--- src/rtl/cursor_ctrl.sv ---
// VT52 cursor unit: cursor position, screen-edge clamping/auto-wrap,
// scroll request handshake to the video RAM controller, and blink phase.
module cursor_ctrl #(
    parameter int unsigned ROW_BITS     = 5,
    parameter int unsigned COL_BITS     = 7,
    parameter int unsigned ROWS         = 24,
    parameter int unsigned COLS         = 80,
    parameter int unsigned BLINK_FRAMES = 15,
    parameter int unsigned WRAP         = 1
) (
    input  logic                clk,
    input  logic                reset,
    input  logic                vblank,
    input  logic                cursor_enable,
    input  logic                cmd_valid,
    output logic                cmd_ready,
    input  logic [2:0]          cmd_op,
    input  logic [COL_BITS-1:0] cmd_x,
    input  logic [ROW_BITS-1:0] cmd_y,
    output logic [COL_BITS-1:0] cursor_x,
    output logic [ROW_BITS-1:0] cursor_y,
    output logic                cursor_blink_on,
    output logic                scroll_req,
    input  logic                scroll_ack
);

    localparam logic [COL_BITS-1:0] X_MAX    = COL_BITS'(COLS - 1);
    localparam logic [ROW_BITS-1:0] Y_MAX    = ROW_BITS'(ROWS - 1);
    localparam int unsigned         CNT_W    = (BLINK_FRAMES > 1) ? $clog2(BLINK_FRAMES) : 1;
    localparam logic [CNT_W-1:0]    CNT_LAST = CNT_W'((BLINK_FRAMES > 0) ? (BLINK_FRAMES - 1) : 0);

    typedef enum logic {
        S_IDLE = 1'b0,
        S_WAIT = 1'b1
    } state_e;

    typedef enum logic [2:0] {
        OP_CR    = 3'd0,
        OP_SET   = 3'd1,
        OP_UP    = 3'd2,
        OP_DOWN  = 3'd3,
        OP_LEFT  = 3'd4,
        OP_RIGHT = 3'd5,
        OP_HOME  = 3'd6,
        OP_LF    = 3'd7
    } op_e;

    state_e              state_q, state_d;
    logic [COL_BITS-1:0] x_q, x_d;
    logic [ROW_BITS-1:0] y_q, y_d;
    logic                phase_q, phase_d;
    logic [CNT_W-1:0]    cnt_q, cnt_d;
    logic                vblank_q;

    logic accept;
    logic vb_edge;
    logic at_right;
    logic at_bottom;

    assign accept    = cmd_valid && (state_q == S_IDLE);
    assign vb_edge   = vblank && !vblank_q;
    assign at_right  = (x_q >= X_MAX);
    assign at_bottom = (y_q >= Y_MAX);

    always_ff @(posedge clk or negedge reset) begin
        if (!reset) begin
            state_q  <= S_IDLE;
            x_q      <= '0;
            y_q      <= '0;
            phase_q  <= 1'b1;
            cnt_q    <= '0;
            vblank_q <= 1'b0;
        end else begin
            state_q  <= state_d;
            x_q      <= x_d;
            y_q      <= y_d;
            phase_q  <= phase_d;
            cnt_q    <= cnt_d;
            vblank_q <= vblank;
        end
    end

    // Command execution, scroll handshake and blink phase.
    always_comb begin
        state_d = state_q;
        x_d     = x_q;
        y_d     = y_q;
        phase_d = phase_q;
        cnt_d   = cnt_q;

        if (accept) begin
            case (op_e'(cmd_op))
                OP_CR:   x_d = '0;
                OP_SET: begin
                    x_d = (cmd_x > X_MAX) ? X_MAX : cmd_x;
                    y_d = (cmd_y > Y_MAX) ? Y_MAX : cmd_y;
                end
                OP_UP:   if (y_q != '0) y_d = y_q - ROW_BITS'(1);
                OP_DOWN: if (!at_bottom) y_d = y_q + ROW_BITS'(1);
                OP_LEFT: if (x_q != '0) x_d = x_q - COL_BITS'(1);
                OP_RIGHT: begin
                    if (!at_right) begin
                        x_d = x_q + COL_BITS'(1);
                    end else if (WRAP != 0) begin
                        x_d = '0;
                        if (!at_bottom) y_d = y_q + ROW_BITS'(1);
                        else            state_d = S_WAIT;
                    end
                end
                OP_HOME: begin
                    x_d = '0;
                    y_d = '0;
                end
                OP_LF: begin
                    if (!at_bottom) y_d = y_q + ROW_BITS'(1);
                    else            state_d = S_WAIT;
                end
                default: ;
            endcase
        end else if ((state_q == S_WAIT) && scroll_ack) begin
            state_d = S_IDLE;
        end

        // Any accepted command restarts the blink so the cursor is visible while typing.
        if (BLINK_FRAMES == 0) begin
            phase_d = 1'b1;
            cnt_d   = '0;
        end else if (accept) begin
            phase_d = 1'b1;
            cnt_d   = '0;
        end else if (vb_edge) begin
            if (cnt_q == CNT_LAST) begin
                cnt_d   = '0;
                phase_d = !phase_q;
            end else begin
                cnt_d = cnt_q + CNT_W'(1);
            end
        end
    end

    assign cursor_x        = x_q;
    assign cursor_y        = y_q;
    assign scroll_req      = (state_q == S_WAIT);
    assign cmd_ready       = (state_q == S_IDLE);
    assign cursor_blink_on = cursor_enable && phase_q;

endmodule

--- config.mk ---
export PLATFORM = sky130hd
export DESIGN_NAME = cursor_ctrl
export DESIGN_NICKNAME = d
export VERILOG_FILES = /design/src/rtl/cursor_ctrl.sv
export SDC_FILE = /design/constraint.sdc
export NUM_CORES = 1
export LEC_CHECK = 0
export CAP_MARGIN = 10
export CORE_ASPECT_RATIO = 1.4
export CORE_MARGIN = 3
export CORE_UTILIZATION = 57
export CTS_BUF_LIST = sky130_fd_sc_hd__clkbuf_4
export CTS_CLUSTER_DIAMETER = 60
export DETAILED_ROUTE_END_ITERATION = 6
export PLACE_DENSITY = 0.86
export SYNTH_ARGS = -nofsm -noshare
export SYNTH_HDL_FRONTEND = slang
export SYNTH_SLANG_ARGS = --single-unit
--- constraint.sdc ---
create_clock -name clk -period 2.7 [get_ports clk]
set_input_delay 0.405 -clock clk [delete_from_list [all_inputs] [get_ports clk]]
set_output_delay 0.405 -clock clk [all_outputs]
set_load 0.02 [all_outputs]
==> metrics.md <==
| Metric | Value |
|---|---|
| CTS tree | built |
| First drt pass iteration count | 4 |
| Initial antenna violation count | 0 |
| Final core utilization | 0.766 |
| Pwr Total | ~1.6 mW |
| Complex-gate fraction of the synthesized area | 0.302 |
| CTS buffer count | 3 |
| Vias | 1,769 |
| Crit start category | input port |
| WL/cell | 15.8 µm |
| I/O pin count | 36 |
| Reg clk slew, reported paths | 0.12 ns |
| Initial Util | 0.618 |
| Status | finished clean |
| Core Region | 0.00273 mm² |
| Die area | between 0.003 and 0.004 mm² |
| Crit Path Category | input port to flop |
| Worst-path fanout max | 11 |
| Post_cts resized | 0 |
| Clock Tree Root | clkbuf_4 |
| Period utilization | 0.822 |
| Max cap viols | 0 |
| Worst hold path class | flop to flop |
| Synth Net Count | 234 |
| TNS Setup | 0 ns |
| Mux contribution to synthesized area | 0.0483 |
| Leading cell type in the layout, fill and taps excluded | clkdlybuf4s50_1 |
| Synthesized area per cell | 8.17 µm² |
| Placement Setup Slack | 0.189 ns |
| Nets | 270 |
| Largest family of logic cells by synthesized area | compound AO/OA/AOI/OAI gates |
| Area Growth Syn to Fin | 24.0% |
| Iteration-0 DRC count of the detailed router | 65 |
| Library cells used by synthesis | 57 |
| Bufs on Longest Clock Path | 2 |
| Most frequent cells in the layout | 35 x clkdlybuf4s50_1, 20 x a21oi_1, 18 x dfrtp_1 |
| Setup Buffers After CTS | 0 |
| FFs w/ async S/R, synth | 1.00 |
| CTS Hold Bufs | 0 |
| Min Clock Period, post-route | between 2 and 2.5 ns |
| RR Startpoint | cursor_x[0] |
| GP Congestion | 0.941 |
| Pleak | 0.852 nW |
| # diodes | 0 |
| Via density | 6.39 |
| Die W | 51.9 µm |
| Seq cells post-synth | 19 |
| Global route overflow | 0 |
| Ys Warns | 0 |
| DPL Wire Length | ~3.4 mm |
| Relative slew slack | 0.429 |
| Die height | 70.3 µm |
| CTS HTree Levels | 1 |
| Crit path DAT | 2.40 ns |
| Final setup margin | 0.479 ns |
| Adder-cell share of the synthesized area | 0.0520 |
| Largest net degree at the start of global routing | 20 |
| GRT Util Overall | 0.255 |
| Hold_ws | 0.502 ns |
| Post-synthesis cell area | 0.00168 mm² |
| Setup crit start | cmd_op[0] |
| Worst path required time | 2.88 ns |
| Cells after Synth | 206 |
| CP Capture Type | flop |
| Post-synthesis simple-gate area fraction | 0.233 |
| EDFF count, synth | 0 |
| Main flop type after synthesis | dfrtp_1 |
| RSZ-0062 raised after global routing | false |
| CTS Sinks | 19 |
| Worst-case clock skew | 0.00357 ns |
| Port Buffers | 35 |
| First-pass GRT wire length | between 7 and 8 mm |
| Final hold vios | 0 |
| Routed wire length | 4.39 mm |
| Post-DRT Antenna Nets | 0 |
| # setup viols final | 0 |
| Hold Path Origin | cnt_q[3] |
| Share of cells above drive strength 1 | 0.0871 |
| Max-slew violations | 0 |
| Peak VDD IR | 570 µV |
| Skew-Pair Late Insertion Delay | around 0.3 ns |
| Cell Rows | 22 |
| Vias in the first global route | approximately 1,700 |
| Max Fclk | between 0.4 and 0.5 GHz |
| DRC | 0 |
| Worst Tran Pin Value | 0.855 ns |
| Seq/Total Area, Yosys | 0.283 |
| XOR/XNOR Fraction of Synth Area | 0.0260 |
| Power density cells | 758 mW/mm² |
-- worst max-delay path, stage by stage --
cell and delay, ns:
clkdlybuf4s50_1 0.45, buf_4 0.20, nand2b_4 0.16, a21oi_1 0.42, o21ai_1 0.32, o311ai_1 0.44
-- Yosys cell counts, types with 3 or more instances --
cell | instances | share of area
o211ai_1 | 3 | 0.013
ha_1 | 7 | 0.052
nand3_1 | 6 | 0.018
nand2b_1 | 6 | 0.022
nand2_1 | 11 | 0.025
a21oi_1 | 20 | 0.059
nor2_1 | 16 | 0.036
o31ai_1 | 3 | 0.013
and2_1 | 3 | 0.011
o21ai_0 | 16 | 0.048
mux2_4 | 4 | 0.036
nor2b_1 | 3 | 0.011
a31oi_1 | 4 | 0.015
o21a_1 | 3 | 0.013
inv_1 | 12 | 0.027
nor3_1 | 9 | 0.027
a211oi_1 | 3 | 0.013
and3_1 | 3 | 0.011
a21o_1 | 3 | 0.013
xnor2_1 | 5 | 0.026
dfrtp_1 | 18 | 0.27
o32ai_1 | 3 | 0.016
-- through the flow --
step | instances | cell area [µm²]
after floorplan | 206 | 1680
after global placement | 273 | 2060
after detailed placement | 273 | 2060
after CTS | 277 | 2090
after global routing | 277 | 2090
final | 277 | 2090
-- layer usage --
| layer | share of wire | global-route usage | vias to the layer above |
|---|---|---|---|
| li1 | - | - | 843 |
| met1 | 0.39 | 0.290 | 822 |
| met2 | 0.51 | 0.445 | 84 |
| met3 | 0.056 | 0.0256 | 20 |
| met4 | 0.042 | 0.143 | 0 |
| met5 | 0 | 0 | - |
-- cell families after synthesis --
kind of cell	after synthesis
flip-flops	19
AO/OA/AOI/OAI	76
AND/OR/NAND/NOR	73
multiplexers	6
XOR/XNOR	5
buffers and inverters	20
adder cells (fa/ha/maj)	7
-- registers in the layout, summed over array words and instances (netlist names) --
| signal | count |
|---|---|
| phase_q | 1 |
| vblank_q | 1 |
| scroll_req | 1 |
| cursor_y | 5 |
| cursor_x | 7 |
| cnt_q | 4 |
-- final timing paths --
path                            depth (start not counted)     endpoint  slack [ns]
worst max-delay path                                    6  cursor_x[2]        0.48
worst min-delay path                                    1     cnt_q[3]        0.50
max in group asynchronous                               1  cursor_y[3]        1.60
worst max register to register                          6  cursor_y[1]        0.55
worst min register to register                          1     cnt_q[3]        0.50
min in group asynchronous                               1     cnt_q[2]        0.58
-- power by group --
group,switching (mW),leakage (nW),internal [mW]
combinational,0.444,0.606,0.431
clock,0.0980,0.0139,0.0563
sequential,0.175,0.232,0.378
-- area by class of cell --
cell class | count | area [µm²]
multi-input cells | 167 | 1110
fillers | 196 | 638
clock inverters | 1 | 7.51
repair buffers | 38 | 373
flip-flops and latches | 19 | 477
clock buffers | 3 | 22.5
inverters | 13 | 48.8
well taps | 36 | 45.0
Note: power is estimated with default switching activity, not from simulation.
